File: config.mk
export PLATFORM = sky130hd
export DESIGN_NAME = bcd_serial_add_ctrl
export DESIGN_NICKNAME = d
export VERILOG_FILES = /design/src/rtl/bcd_serial_add_ctrl.sv
export SDC_FILE = /design/constraint.sdc
export NUM_CORES = 1
export LEC_CHECK = 0
export ABC_CLOCK_PERIOD_IN_PS = 4730
export BUFFER_PORTS_ARGS = -buffer_cell sky130_fd_sc_hd__clkbuf_2
export CAP_MARGIN = 0
export CORE_MARGIN = 5
export CORE_UTILIZATION = 53
export DETAILED_ROUTE_END_ITERATION = 6
export PLACE_DENSITY = 0.78
export SLEW_MARGIN = 10
export SYNTH_ARGS = -nofsm -noshare
export SYNTH_HDL_FRONTEND = slang
export SYNTH_SLANG_ARGS = --single-unit
export TNS_END_PERCENT = 100
File: constraint.sdc
create_clock -name clk -period 4.73 [get_ports clk]
set_input_delay 0.7095 -clock clk [delete_from_list [all_inputs] [get_ports clk]]
set_output_delay 0.7095 -clock clk [all_outputs]
set_load 0.01 [all_outputs]
File: src/rtl/bcd_serial_add_ctrl.sv
// bcd_serial_add_ctrl
// Digit-serial packed-BCD adder controller. A start pulse accepted in IDLE
// latches both operands. One decimal digit per clock then goes through a
// shared single-digit BCD adder, least-significant digit first. The sum is
// accumulated in s, and done pulses for one cycle when s/c/err are final.
//
// Ports
//   clk    rising-edge clock
//   rst_n  synchronous active-low reset
//   start  begin an addition (only looked at in IDLE)
//   a, b   DIGITS-wide packed BCD operands, digit 0 in [3:0]
//   busy   high while the digit sequence runs (DIGITS cycles)
//   done   one-cycle pulse once s, c, err are valid
//   s      packed BCD sum register (partial while busy)
//   c      decimal carry out of the top digit
//   err    sticky: some operand nibble was > 9 in this operation

// Single-digit BCD add with carry-in. Non-BCD nibbles still follow the
// same +6 rule, so results stay deterministic even on bad input.
module bcd_digit_add (
  input  logic [3:0] a_d,
  input  logic [3:0] b_d,
  input  logic       cin,
  output logic [3:0] sum_d,
  output logic       cout,
  output logic       bad
);
  logic [4:0] raw;
  logic [4:0] adj;

  always_comb begin
    raw = {1'b0, a_d} + {1'b0, b_d} + {4'b0, cin};
    // Up to 31+6 may wrap the 5-bit value; only the low nibble is kept.
    adj = raw + 5'd6;
    if (raw > 5'd9) begin
      sum_d = adj[3:0];
      cout  = 1'b1;
    end else begin
      sum_d = raw[3:0];
      cout  = 1'b0;
    end
    bad = (a_d > 4'd9) | (b_d > 4'd9);
  end
endmodule

module bcd_serial_add_ctrl #(
  parameter int DIGITS = 4
) (
  input  logic                clk,
  input  logic                rst_n,
  input  logic                start,
  input  logic [4*DIGITS-1:0] a,
  input  logic [4*DIGITS-1:0] b,
  output logic                busy,
  output logic                done,
  output logic [4*DIGITS-1:0] s,
  output logic                c,
  output logic                err
);
  localparam int             IW   = (DIGITS > 1) ? $clog2(DIGITS) : 1;
  localparam logic [IW-1:0]  LAST = IW'(DIGITS - 1);

  typedef enum logic {IDLE, RUN} state_t;

  state_t                  state;
  logic [IW-1:0]           idx;
  logic                    cy;
  logic [DIGITS-1:0][3:0]  op_a;
  logic [DIGITS-1:0][3:0]  op_b;
  logic [DIGITS-1:0][3:0]  s_q;

  logic [3:0] d_sum;
  logic       d_cout;
  logic       d_bad;

  // The shared digit stage always looks at the current digit of the
  // latched operands, never at the live a/b inputs.
  bcd_digit_add u_dig (
    .a_d   (op_a[idx]),
    .b_d   (op_b[idx]),
    .cin   (cy),
    .sum_d (d_sum),
    .cout  (d_cout),
    .bad   (d_bad)
  );

  assign s = s_q;

  always_ff @(posedge clk) begin
    if (!rst_n) begin
      state <= IDLE;
      idx   <= '0;
      cy    <= 1'b0;
      op_a  <= '0;
      op_b  <= '0;
      s_q   <= '0;
      busy  <= 1'b0;
      done  <= 1'b0;
      c     <= 1'b0;
      err   <= 1'b0;
    end else begin
      case (state)
        IDLE: begin
          done <= 1'b0;
          if (start) begin
            op_a  <= a;
            op_b  <= b;
            s_q   <= '0;
            c     <= 1'b0;
            err   <= 1'b0;
            cy    <= 1'b0;
            idx   <= '0;
            busy  <= 1'b1;
            state <= RUN;
          end
        end
        RUN: begin
          s_q[idx] <= d_sum;
          cy       <= d_cout;
          if (d_bad) err <= 1'b1;
          if (idx == LAST) begin
            c     <= d_cout;
            busy  <= 1'b0;
            done  <= 1'b1;
            idx   <= '0;
            state <= IDLE;
          end else begin
            idx <= idx + IW'(1);
          end
        end
        default: begin
          state <= IDLE;
          busy  <= 1'b0;
          done  <= 1'b0;
        end
      endcase
    end
  end
endmodule

# [Yosys cells after proc, flatten, opt, wreduce, memory -nomap -nowiden]
# Cells that the tools add are included.
[totals] ff_bits=56 in_bits=35
[op_classes] n_addsub=4 order_cmp=5 eq_ne=4 mux=28 bitwise_logic=2 n_reduce_logical=4
[ops] op="16-bit one-hot mux with 2 select lines" count=1
[ops] op="4-bit binary-select mux with 2-bit select" count=2
[ops] op="16-bit bitwise mux" count=1
[ops] op="16-bit two-way mux" count=1
[ops] op="4-bit two-way mux" count=4
[ops] op="1-bit one-hot mux with 2 select lines" count=6
[ops] op="1-bit two-way mux" count=9
[ops] op="4-bit demux with 2-bit select" count=1
[ops] op="4-bit greater-than comparator, second input constant" count=2
[ops] op="2-bit AND reduction" count=3
[ops] op="4-bit by 4-bit adder with 5-bit output" count=1
[ops] op="5-bit by 1-bit adder with 5-bit output" count=1
[ops] op="5-bit by 4-bit greater-than comparator with 1-bit output, second input constant" count=1
[ops] op="4-bit by 3-bit adder with 4-bit output, second input constant" count=1
[ops] op="2-bit two-way mux" count=2
[ops] op="2-bit by 1-bit != test with 1-bit output, second input constant" count=2
[ops] op="2-bit one-hot mux with 2 select lines" count=1
[ops] op="2-bit by 3-bit less-than comparator with 1-bit output, second input constant" count=1
[ops] op="2-bit by 1-bit adder with 2-bit output, second input constant" count=1
[ops] op="2-bit == test, second input constant" count=1
[ops] op="2-bit by 1-bit >= comparator with 1-bit output, second input constant" count=1
[ops] op="2-bit != test, second input constant" count=1
[ops] op="1-bit logical AND" count=1
[ops] op="1-bit NOT" count=1
[ops] op="1-bit bitwise OR" count=1

# [Depth between registers and ports, before layout]
[logic_depth] word_depth=8 depth_mapped=11

# [Hierarchy]
# From an unflattened synthesis, not the netlist that was laid out.
[unflattened] hier_cells=286 area_unflattened_um2=2773.9
[modules_own_cells] mod="bcd_serial_add_ctrl" n_inst=1 cells_per_inst=261 area_per_inst_um2=2548.7
[modules_own_cells] mod="bcd_digit_add" n_inst=1 cells_per_inst=25 area_per_inst_um2=225.2

# [Worst setup path after synthesis]
# OpenSTA, ideal clock, no wires.
[synth_path] kind="flip-flop to flip-flop" start="register idx[0]" end="register s_q (netlist bit s[10])" setup_ns=0.132 t_arrival_ns=3.394 required_time_ns=4.598 slack_ns=1.203 stages_incl_launch_ff=12 n_path_buf=1 period_less_slack_ns=3.527 cell_sequence="dfxtp_1 > buf_2 > mux4_2 > fa_1 > fa_1 > xnor2_1 > ha_1 > nor2b_1 > a31o_2 > nor3_1 > a221oi_1 > o21ai_0"
[synth_via] elab_chain_len=8 elab_cells_between_ends=16 cone_classes="add/sub: 3; order compare: 3; mux: 9; reduce/logical: 1"
[synth_rtl] item="from (decl)" line="66" rtl="logic [IW-1:0] idx;"
[synth_rtl] item="from (signal assigned)" line="128" rtl="idx <= idx + IW'(1);"
[synth_rtl] item="4-bit binary-select mux with 2-bit select (on tied branches)" line="79, 80"
[synth_rtl] item="4-bit two-way mux (on tied branches)" line="79, 80"
[synth_rtl] item="4-bit by 4-bit adder with 5-bit output" line="32" rtl="raw = {1'b0, a_d} + {1'b0, b_d} + {4'b0, cin};"
[synth_rtl] item="5-bit by 1-bit adder with 5-bit output" line="32"
[synth_rtl] item="4-bit by 3-bit adder with 4-bit output / 5-bit by 4-bit greater-than comparator with 1-bit output (equally long branches)" line="34, 35"
[synth_rtl] item="4-bit two-way mux" line="35" rtl="if (raw > 5'd9) begin"
[synth_rtl] item="16-bit bitwise mux (*)" line="118" rtl="s_q[idx] <= d_sum;"
[synth_rtl] item="16-bit one-hot mux with 2 select lines (*)" line="102" rtl="case (state)"
[synth_rtl] item="to (signal, indexed assignment)" line="118"
[synth_rtl] item="to (decl)" line="70" rtl="logic [DIGITS-1:0][3:0] s_q;"
# Mark *: on every way between the ends. The rest lies on a longest branch, timed or not. The select of a mux whose other input is x is not followed.
# A chain may end at the register's enable or synchronous reset.

# [Final worst setup path]
[layout_path] start="register idx[0]" end="register s_q (netlist bit s[6])"
# Same word-level chain as after synthesis.

==> metrics.csv <==
stage,metric,value,unit
status,status,completed,
detailed_routing,number of nets still failing antenna checks after routing,0,
sta,total negative slack,0,ns
cts,CTS Buf Count,5,
worst_setup_path,Crit path top cell by count,fa_1,
layout,most frequent cells in the layout,"75 x nand2_1, 56 x dfxtp_1, 54 x clkbuf_2",
cts,postcts setup bufs,0,
place,Placed Area,2795,sq um
detailed_routing,Routed WL per cell,13.79,um
sta,Hold Fails Final Rpt,0,
power,power density over cell area,324.0,nW/um^2
sta,Final Cycle Share,81.61,%
layout,fin area,2885,sq um
power,Reg power frac,54.4,%
layout,fin util,61.91,%
cts,CTS resizes,0,
detailed_routing,drc violations,0,
power,Comb pwr share,17.1,%
detailed_routing,Initial DRT Pass Iterations,4,
synth,Post-synth EDFFs,0,
layout,# fillers,442,
worst_setup_path,critical path data required time,4.91,ns
detailed_routing,Total Wirelength,5419,um
synth,syn avg cell area,8.574,sq um
layout,antenna cells,0,
synth,share of the synthesized area in the top cell type,44.93,%
synth,post-synthesis sequential area ratio,44.93,%
sta,setup repair after global routing missed its margin,false,
place,Port Buffers,54,
synth,prevailing post-synth register cell,dfxtp_1,
worst_setup_path,R2R cell count,10,
floorplanning,initial core utilization,53.53,%
power,total power,0.0009348,W
power,switching part of the total power,27.29,%
worst_setup_path,R2R Path Start,idx[0],
cts,CTS Buffer Depth,2,
global_routing,gr usage total,18.20,%
sta,worst slew pin tran,0.7572,ns
power,VDD IR max,0.0001889,V
sta,maximum clock rate,259.0,MHz
synth,Post-synth ARST share,0,%
synth,YS warnings,0,
layout,nets@finish,383,
worst_setup_path,crit path kind,flop to flop,
cts,clock sinks,56,
worst_setup_path,"critical path fanouts, max",7,
floorplanning,die area,6180,sq um
global_routing,largest net degree at the start of global routing,46,
synth,Synth cell types,34,
synth,Yosys reg bits,56,
place,Placer Congestion,0.8547,
power,clock share of power,28.4,%
global_routing,vias in the first global route,1946,
cts,worst-skew pair later-pin latency,0.31,ns
cts,H-Tree Depth,2,
floorplanning,I/O pins,55,
synth,syn nets,336,
detailed_routing,via count,2121,
global_routing,first-pass GRT wire length,8859,um
sta,Tmin final,3.860,ns
floorplanning,die height,78.61,um
cts,CTS tree,yes,
floorplanning,core footprint,4661,sq um
floorplanning,# rows,25,
hold_path,Worst Hold Path EP,op_b[3],
power,cell-internal power,0.0006797,W
hold_path,worst hold-check path type,flop to flop,
sta,Slew headroom,49.45,%
power,Pleak,1.210,nW
worst_setup_path,CP arrival,4.04,ns
global_routing,total congestion overflow,0,
detailed_routing,initial DRC count,131,
synth,Post-Syn Area,2495,sq um
worst_setup_path,crit path max-delay cell type,mux4_2,
synth,Yosys top cell by area,dfxtp_1,
sta,max-slew violation count,0,
worst_setup_path,"reg-to-reg slack, setup",0.87,ns
cts,CTS clock-pin slew for the worst setup and hold paths,0.10,ns
detailed_routing,vias per cell,5.397,
worst_setup_path,largest stage delay on the critical path,0.57,ns
layout,area of the multi-input gates,1284,sq um
layout,sequential cell area,1121,sq um
job,Max-Cap Viols,0,
synth,Post-Synthesis Cells,291,
sta,Final Skew,0.01112,ns
worst_setup_path,reg2reg end,s[6],
place,DP HPWL,4001,um
worst_setup_path,crit path cell chain,mux4_2 -> fa_1 -> fa_1 -> xnor2_1 -> ha_1 -> nor2b_1 -> a31o_2 -> nor3_1 -> a221oi_1 -> o21ai_0,
sta,setup violators final,0,
hold_path,Hold Crit Start,op_b[3],
layout,fraction of layout cells with a size suffix above 1,23.01,%
worst_setup_path,Worst Setup End Kind,flop,
sta,worst hold slack,0.4565,ns
hold_path,Hold Path Cell Cnt,2,
global_routing,antenna violations before repair,0,
worst_setup_path,Worst setup SP type,flop,
layout,"most common cell after layout, fill and taps aside",nand2_1,
floorplanning,die width,78.61,um
power,switching pwr,0.0002551,W
worst_setup_path,CP startpoint,idx[0],
layout,area grow syn2layout,15.65,%
cts,clock root buffer,clkbuf_8,
synth,ranking of synthesized cells by area,"dfxtp_1 45%, nand2_1 11%, a21oi_1 8.4%",
cts,hold buffer count at CTS,0,
## logic make-up after synthesis
family	synth area share (%)
adder cells (fa/ha/maj)	5.617
XOR/XNOR	1.053
buffers and inverters	3.711
multiplexers	8.475
AO/OA/AOI/OAI	15.30
flip-flops	44.93
AND/OR/NAND/NOR	20.91
## cell type report
type                            count  area share (%)
Timing Repair Buffer               58           10.41
Multi-Input combinational cell    211           44.49
Inverter                            6          0.7806
Tap cell                           54           2.342
Clock buffer                        8           3.122
Sequential cell                    56           38.86
## per-stage QoR
| step | std cells | worst slack, ns |
|---|---|---|
| finish | 393 | 0.8697 |
| global route | 393 | 0.5674 |
| CTS | 393 | 0.8855 |
| detailed placement | 385 | 0.8917 |
| global placement | 385 | 1.101 |
| floorplan | 291 | 1.203 |
## sequential cells by signal, indices dropped and copies added, names as in the netlist
register and flops:
busy 1, c 1, cy 1, state 1, done 1, s 16, op_b 16, err 1
idx 2, op_a 16
## worst max-delay path: cells and delay by family, from the launching register on
kind / cells / cell delay, ns
AOI/OAI and AO/OA: 3 / 0.81
xor gates and xnor gates: 1 / 0.39
adders and majority gates: 3 / 1.17
DFF: 1 / 0.54
muxes: 1 / 0.57
and+or+nand+nor: 2 / 0.26
## routing by layer
layer	GRT usage, %	vias up	share of wire (%)
met2	28.78	54	48
li1	-	1098	-
met1	23.70	958	45
met4	6.993	0	2.1
met5	0	-	0
met3	4.817	11	5.2
## worst max path at each step
stage	end	depth (start not counted)
after floorplan	s[10]	11
after global placement	s[14]	10
after detailed placement	s[6]	10
after CTS	s[6]	10
after global routing	s[10]	10
final	s[6]	10
## cell usage after synthesis (5+ instances only)
library cell and instances:
nand3_1 20, nand4_1 5, dfxtp_1 56, a21oi_1 42, ha_1 8, clkbuf_1 15
o21ai_0 10, inv_1 5, nand2_1 75, nor2_1 11, mux4_2 8
## power groups by stage
stage	Combinational, W	Clock [W]	Sequential, W
floorplan	0.000117	0	0.000514
global placement	0.000153	0	0.000519
detailed placement	0.000159	0	0.000520
CTS	0.000161	0.000273	0.000509
global route	0.000178	0.000294	0.000512
finish	0.000160	0.000266	0.000509
Note: power is estimated with default switching activity, not from simulation.
